$ cat config.mk
export PLATFORM = sky130hd
export DESIGN_NAME = gups_run_ctrl
export DESIGN_NICKNAME = d
export VERILOG_FILES = /design/src/rtl/gups_pkg.sv /design/src/rtl/gups_lane_gate.sv /design/src/rtl/gups_run_ctrl.sv
export SDC_FILE = /design/constraint.sdc
export NUM_CORES = 1
export LEC_CHECK = 0
export ABC_AREA = 0
export BUFFER_PORTS_ARGS = -buffer_cell sky130_fd_sc_hd__buf_2
export CAP_MARGIN = 0
export CORE_MARGIN = 1.5
export CORE_UTILIZATION = 40
export CTS_CLUSTER_SIZE = 10
export DETAILED_ROUTE_END_ITERATION = 16
export SKIP_LAST_GASP = 1
export SYNTH_ARGS = -nofsm -noshare
export SYNTH_HDL_FRONTEND = slang
export SYNTH_SLANG_ARGS = --single-unit
$ cat constraint.sdc
create_clock -name clk -period 8.75 [get_ports clk]
set_input_delay 2.625 -clock clk [delete_from_list [all_inputs] [get_ports clk]]
set_output_delay 2.625 -clock clk [all_outputs]
set_load 0.01 [all_outputs]
$ cat src/rtl/gups_pkg.sv
// Shared definitions for the GUPS run controller: run-state encoding and default sizes.
// No logic; imported by the lane gate and the controller top.
// No flow control of its own.
package gups_pkg;

    localparam int GUPS_NREQ  = 4;
    localparam int GUPS_CNT_W = 32;
    localparam int GUPS_CYC_W = 48;

    typedef enum logic [1:0] {
        ST_IDLE  = 2'd0,
        ST_RUN   = 2'd1,
        ST_DRAIN = 2'd2,
        ST_DONE  = 2'd3
    } run_state_t;

endpackage

$ cat src/rtl/gups_lane_gate.sv
// Per-engine request gate: tracks one in-flight transaction and counts completed writes.
// req_out is combinational from req_in (zero latency); inflight/count update on the next edge.
// An accepted request stays ungated until its rdy_in, so nothing is cut off mid-flight.
module gups_lane_gate
    import gups_pkg::*;
#(
    parameter int CNT_W = GUPS_CNT_W
) (
    input  logic             clk,
    input  logic             reset,
    input  logic             clear,
    input  logic             run,
    input  logic [CNT_W-1:0] target,
    input  logic             req_in,
    input  logic             wr_in,
    input  logic             rdy_in,
    output logic             req_out,
    output logic             inflight,
    output logic             upd,
    output logic             at_target
);

    logic             inflight_q, inflight_d;
    logic [CNT_W-1:0] cnt_q, cnt_d;
    logic             enable;

    always_comb begin
        enable     = run && (cnt_q < target);
        req_out    = req_in && (enable || inflight_q);
        upd        = rdy_in && wr_in && inflight_q;
        at_target  = (cnt_q >= target);

        // A completion retires the transaction even if the engine re-requests in the same cycle.
        inflight_d = inflight_q;
        if (rdy_in) begin
            inflight_d = 1'b0;
        end else if (req_out) begin
            inflight_d = 1'b1;
        end

        cnt_d = cnt_q;
        if (clear) begin
            cnt_d = '0;
        end else if (upd && (cnt_q != '1)) begin
            cnt_d = cnt_q + CNT_W'(1);
        end
    end

    always_ff @(posedge clk) begin
        if (reset) begin
            inflight_q <= 1'b0;
            cnt_q      <= '0;
        end else begin
            inflight_q <= inflight_d;
            cnt_q      <= cnt_d;
        end
    end

    assign inflight = inflight_q;

endmodule

$ cat src/rtl/gups_run_ctrl.sv
// GUPS run controller: gates engine requests toward the memory arbiter for a fixed update count.
// Request gating is combinational; status counters and state update one cycle after the event.
// Engines see backpressure only as a held-low req_out; completions are never blocked.
module gups_run_ctrl
    import gups_pkg::*;
#(
    parameter int NREQ  = GUPS_NREQ,
    parameter int CNT_W = GUPS_CNT_W,
    parameter int CYC_W = GUPS_CYC_W
) (
    input  logic               clk,
    input  logic               reset,
    input  logic               start,
    input  logic               abort,
    input  logic [CNT_W-1:0]   n_updates,
    input  logic [NREQ-1:0]    req_in,
    input  logic [NREQ-1:0]    wr_in,
    input  logic [NREQ-1:0]    rdy_in,
    output logic [NREQ-1:0]    req_out,
    output logic [NREQ-1:0]    rdy_out,
    output logic               busy,
    output logic               done,
    output logic [CYC_W-1:0]   cycles,
    output logic [CNT_W+1:0]   total_updates
);

    run_state_t         state_q, state_d;
    logic [CNT_W-1:0]   target_q, target_d;
    logic [CYC_W-1:0]   cycles_q, cycles_d;
    logic [CNT_W+1:0]   total_q, total_d;
    logic [CNT_W+1:0]   upd_sum;

    logic               launch;
    logic               run_en;
    logic               counting;
    logic [NREQ-1:0]    inflight;
    logic [NREQ-1:0]    upd;
    logic [NREQ-1:0]    at_target;

    for (genvar g = 0; g < NREQ; g++) begin : g_lane
        gups_lane_gate #(
            .CNT_W(CNT_W)
        ) u_gate (
            .clk       (clk),
            .reset     (reset),
            .clear     (launch),
            .run       (run_en),
            .target    (target_q),
            .req_in    (req_in[g]),
            .wr_in     (wr_in[g]),
            .rdy_in    (rdy_in[g]),
            .req_out   (req_out[g]),
            .inflight  (inflight[g]),
            .upd       (upd[g]),
            .at_target (at_target[g])
        );
    end

    always_ff @(posedge clk) begin
        if (reset) begin
            state_q <= ST_IDLE;
        end else begin
            state_q <= state_d;
        end
    end

    always_comb begin
        state_d = state_q;
        case (state_q)
            ST_IDLE, ST_DONE: if (start) state_d = ST_RUN;
            ST_RUN:           if (abort || (&at_target)) state_d = ST_DRAIN;
            ST_DRAIN:         if (~|inflight) state_d = ST_DONE;
            default:          state_d = ST_IDLE;
        endcase
    end

    always_comb begin
        launch   = start && ((state_q == ST_IDLE) || (state_q == ST_DONE));
        run_en   = (state_q == ST_RUN);
        counting = (state_q == ST_RUN) || (state_q == ST_DRAIN);
        busy     = counting;
        done     = (state_q == ST_DONE);
    end

    // Completions are summed in every state so late DRAIN writes still land in the total.
    always_comb begin
        upd_sum = '0;
        for (int i = 0; i < NREQ; i++) begin
            upd_sum = upd_sum + (CNT_W+2)'(upd[i]);
        end

        target_d = launch ? n_updates : target_q;

        cycles_d = cycles_q;
        if (launch) begin
            cycles_d = '0;
        end else if (counting && (cycles_q != '1)) begin
            cycles_d = cycles_q + CYC_W'(1);
        end

        total_d = launch ? '0 : (total_q + upd_sum);
    end

    always_ff @(posedge clk) begin
        if (reset) begin
            target_q <= '0;
            cycles_q <= '0;
            total_q  <= '0;
        end else begin
            target_q <= target_d;
            cycles_q <= cycles_d;
            total_q  <= total_d;
        end
    end

    assign rdy_out       = rdy_in;
    assign cycles        = cycles_q;
    assign total_updates = total_q;

endmodule

# After elaboration in Yosys (flattened, before gate mapping)
# Index checks and enable logic that the tools add are counted.
# W data, S select, Z words.
[word_totals]
reg_bits = 248
input_bits = 48
out_inout_bits = 92
word_cells = 83
[classes]
n_addsub = 9
n_lt_le_gt_ge = 8
eq_ne = 11
muxes = 4
n_reduce_logical = 39
[op_table]
columns = ["op", "n"]
rows = [
  ["$add A32 B1 Y32 const B", 4],
  ["$ge A32 B32 Y1", 4],
  ["$lt A32 B32 Y1", 4],
  ["$ne A32 B32 Y1 const B", 4],
  ["$add A48 B1 Y48 const B", 1],
  ["$ne A48 B48 Y1 const B", 1],
  ["$add A34 B4 Y34", 1],
  ["$logic_and A1 B1 Y1", 22],
  ["$reduce_or A2 Y1", 6],
  ["$logic_or A1 B1 Y1", 7],
  ["$mux W2", 3],
  ["$ne A2 B2 Y1 const B", 3],
  ["$pmux W2 S3", 1],
  ["$add A3 B1 Y4", 1],
  ["$eq A2 B2 Y1 const B", 2],
  ["$reduce_and A4 Y1", 1],
  ["$reduce_or A4 Y1", 1],
  ["$add A2 B1 Y3", 1],
  ["$reduce_and A3 Y1", 1],
  ["$add A1 B1 Y2", 1],
  ["$eq A2 B1 Y1 const B", 1],
  ["$logic_not A2 Y1", 1],
]

# Longest topological paths before layout
[depth]
ltp_word = 6
depth_mapped = 12
ltp_nobuf = 12

# Hierarchy
# Synthesis repeated with hierarchy kept, for this count alone.
[unflattened]
cells_unflattened = 1993
hier_area_um2 = 15955.3
[by_module_without_submodules]
columns = ["mod", "n_inst", "cells_each", "area_each_um2", "seq_area_each_um2"]
rows = [
  ["gups_lane_gate (g_lane[0].u_gate ...)", 3, 334, 2626.3, 660.6],
  ["gups_run_ctrl", 1, 664, 5495.3, 2322.2],
  ["gups_lane_gate (g_lane[3].u_gate)", 1, 327, 2581.2, 660.6],
]

# Least setup slack after synthesis
# Ideal clock, no wire load.
[synth_timing]
kind = "input to register"
from = "input port rdy_in[0]"
to = "register total_q[28], in the netlist total_updates[28]"
setup_time_ns = 0.071
t_arrival_ns = 5.551
t_required_ns = 8.679
slack_ns = 3.129
path_stages = 10
path_buffers = 0
cell_sequence = "nand3_1 fa_1 fa_1 fa_1 nor3_2 nand3_1 nor2_1 nand2_1 or3_1 a21oi_1"
[synth_between]
elab_chain_cells = 6
[synth_lines]
columns = ["element", "line", "source"]
rows = [
  ["from (decl)", "gups_run_ctrl.sv:18", "input logic [NREQ-1:0] rdy_in,"],
  ["$logic_and A1 B1 Y1 (2 in series)", "gups_lane_gate.sv:30", "upd = rdy_in && wr_in && inflight_q;"],
  ["$add A1 B1 Y2", "gups_run_ctrl.sv:89", "upd_sum = upd_sum + (CNT_W+2)'(upd[i]);"],
  ["$add A2 B1 Y3", "gups_run_ctrl.sv:89", ""],
  ["$add A3 B1 Y4", "gups_run_ctrl.sv:89", ""],
  ["$add A34 B4 Y34", "gups_run_ctrl.sv:101", "total_d = launch ? '0 : (total_q + upd_sum);"],
  ["to (signal assigned)", "gups_run_ctrl.sv:112", "total_q <= total_d;"],
  ["to (decl)", "gups_run_ctrl.sv:30", "logic [CNT_W+1:0] total_q, total_d;"],
]
# No other way between the ends.
# A chain may end at the register's enable or synchronous reset.

# Worst setup path after layout
[layout_timing]
from = "register target_q[17]"
to = "output port req_out[3]"
[layout_between]
elab_chain_cells = 4
[layout_lines]
columns = ["element", "line", "source"]
rows = [
  ["from (decl)", "gups_run_ctrl.sv:28", "logic [CNT_W-1:0] target_q, target_d;"],
  ["from (signal assigned)", "gups_run_ctrl.sv:110", "target_q <= target_d;"],
  ["$lt A32 B32 Y1", "gups_lane_gate.sv:28", "enable = run && (cnt_q < target);"],
  ["$logic_and A1 B1 Y1", "gups_lane_gate.sv:28", ""],
  ["$logic_or A1 B1 Y1", "gups_lane_gate.sv:29", "req_out = req_in && (enable || inflight_q);"],
  ["$logic_and A1 B1 Y1", "gups_lane_gate.sv:29", ""],
  ["to (decl)", "gups_run_ctrl.sv:19", "output logic [NREQ-1:0] req_out,"],
]
# No other way between the ends.

==> run summary <==
CTS Sinks: 248
Die ar.: 35500 sq um
RSZ-0062 raised after global routing: false
Mapped Nets: 1855
Global-route wire length before repair: 59800 um
Peak supply drop: 0.000163 V
Synthesized area per cell: 8.26 sq um
FP Rows: 67
Largest area contributor in the netlist: dfxtp_1
CTS tree: built
Number of max-cap violations: 0
Crit end category: primary output
Slew @ Worst Pin: 1.13 ns
Detailed placement HPWL: 26800 um
YS warnings: 0
Mapped Area: 13800 sq um
Vias in the first global route: 11266
Number of flops mapped to enable cells by yosys: 0
Width of the die: 189 um
Critical path's slowest cell: nor3b_1
Vias/cell: 5.29
Layer with the highest usage: met2
Htree depth: 1
Initial Util: 0.409
Most frequent cell after synthesis: dfxtp_1
Count of cell types in the netlist: 61
Pwr per Cell Area: 194 nW/um^2
DRT iter0 DRCs: 625
Layout cells sized above 1: 0.113
Worst Min Path Start: target_q[12]
FF+latch count, synth: 248
Remaining Overflow, GRT: 0
DRT antenna net count: 0
GR Util met1: 0.286
Clock transition at the registers of the reported paths: 0.06 ns
Vias: 11947
CTS Buf Count: 30
Worst Hold Class: reg2reg
Post-cts resize count: 0
Top FF cell, synth: dfxtp_1
Fin nets: 1987
P_leak: 6.19 nW
Fill count: 3382
Register area: 4960 sq um
GPL Wtd Cong: 0.844
Clock tree buffer depth: 3
CP max FO: 4
DR DRC count: 0
Io pins: 140
Crit start category: register
Crit Path Category: reg2out
Final Max Tran Viols: 0
Final setup viols: 0
Dpl cell area: 14900 sq um
Clock period minus final worst setup slack: 5.79 ns
Die height: 189 um
Clock Latency Late Sink: 0.57 ns
Worst Path Arrival: 3.16 ns
GR Util met2: 0.324
Postcts setup bufs: 0
Post-synthesis sequential area ratio: 0.361
Fmax: 0.173 GHz
Fin area: 15700 sq um
Commonest cells post-synth: 248 x dfxtp_1, 236 x nor2_1, 197 x nand2_1
R2R Path Start: g_lane[0].u_gate.inflight
Final Hold Fails: 0
WP data required: 6.12 ns
Top cell type's share of synthesized area: 0.361
Grt met3 use: 0.0460
Slew HR: 0.248
All-Layer GR Usage: 0.206
Max incr delay on CP: 0.40 ns
Setup TNS: 0 ns
Syn Inst Count: 1666
Initial antenna violation count: 4
Final Skew: 0.00957 ns
DRT Wirelength: 36300 um
Status: finished clean
Core ar.: 33700 sq um
Area Growth Syn to Fin: 14.4%
Avg WL per Cell: 16.1 um
Hold_buf cts: 0
Crit path from: target_q[17]
Largest net degree at the start of global routing: 117
Async set-reset flop share out of synthesis: 0
Critical path, cell by cell: inv_1 -> ha_1 -> a21o_1 -> a221o_1 -> a221oi_1 -> o211ai_1 -> nor3b_1 -> o21a_1 -> buf_2
Crit share post-route: 0.661
Multi-input gate area: 8330 sq um
Port bufs: 139
Dominant cells by area after synthesis: dfxtp_1 36%, ha_1 13%, xor2_1 6.7%, nor2_1 6.4%, nand2_1 5.4%
CTS root buf: clkbuf_16
TritonRoute pass-1 iters: 5
==> layout make-up <==
class | count | share of cell area
clock inverter | 4 | 0.00358
timing repair buffer | 146 | 0.0483
antenna | 1 | 0.000159
multi-input combinational | 1304 | 0.529
inverter | 68 | 0.0162
clock buffer | 39 | 0.0517
tap | 448 | 0.0356
sequential | 248 | 0.315
==> where the power goes <==
part	leakage [nW]	internal (mW)	total [mW]	switching (mW)
Sequential	2.00	1.17	1.20	0.0328
Combinational	3.76	0.216	0.715	0.499
Clock	0.427	0.670	1.14	0.469
==> routing by layer <==
| metal | part of all wire | vias to the layer above |
|---|---|---|
| met2 | 0.44 | 274 |
| met1 | 0.48 | 5567 |
| met5 | 0.00074 | - |
| met3 | 0.064 | 51 |
| met4 | 0.020 | 4 |
| li1 | - | 6051 |
==> flip-flops by register name, indices dropped and copies added, names as in the netlist <==
| name | cells |
|---|---|
| target_q | 32 |
| cycles | 48 |
| g_lane.u_gate.inflight | 4 |
| total_updates | 34 |
| state_q | 2 |
| g_lane.u_gate.cnt_q | 128 |
==> final timing paths <==
kind	slack, ns	depth (start not counted)	end
max	2.96	9	req_out[3]
min	0.45	2	target_q[12]
max reg2reg	4.67	10	total_updates[32]
min reg2reg	0.45	2	target_q[12]
==> per-stage QoR <==
step | power [mW] | instances | utilization | setup slack, ns | hold WS (ns)
floorplan | 1.72 | 1666 | - | 3.13 | 0.436
global placement | 1.93 | 2214 | 0.441 | 2.56 | 0.444
detailed placement | 1.95 | 2214 | 0.441 | 2.51 | 0.448
CTS | 3.10 | 2257 | 0.467 | 2.94 | 0.455
global route | 3.23 | 2257 | 0.467 | 2.75 | 0.473
finish | 3.06 | 2258 | 0.467 | 2.96 | 0.454
==> cells by family after synthesis <==
logic type      count (synthesis)  synth area share
compound gates                209            0.0864
xor+xnor                      172             0.109
fa+ha+maj                     141             0.130
buf+inv                       114            0.0347
flops                         248             0.361
mux                             3           0.00218
simple gates                  779             0.277
==> cells in the final DEF (no fill, tap or decap), drive strengths merged, types with 50 or more instances in the layout <==
master,netlist,routed
o21ai,50,50
buf,11,146
xnor2,66,66
a21oi,117,117
ha,138,138
inv,68,68
nor2,237,237
dfxtp,248,248
xor2,106,106
nand3,88,88
nand4,81,81
nand2,197,197
==> worst max-delay path, delay by kind of cell (launching register included) <==
family | cells | cell delay [ns]
adders and majority gates | 1 | 0.35
DFF | 1 | 0.33
AOI/OAI and AO/OA | 5 | 1.25
buffers and inverters | 2 | 0.27
and+or+nand+nor | 1 | 0.40
Power figures use the tool's default switching activity.
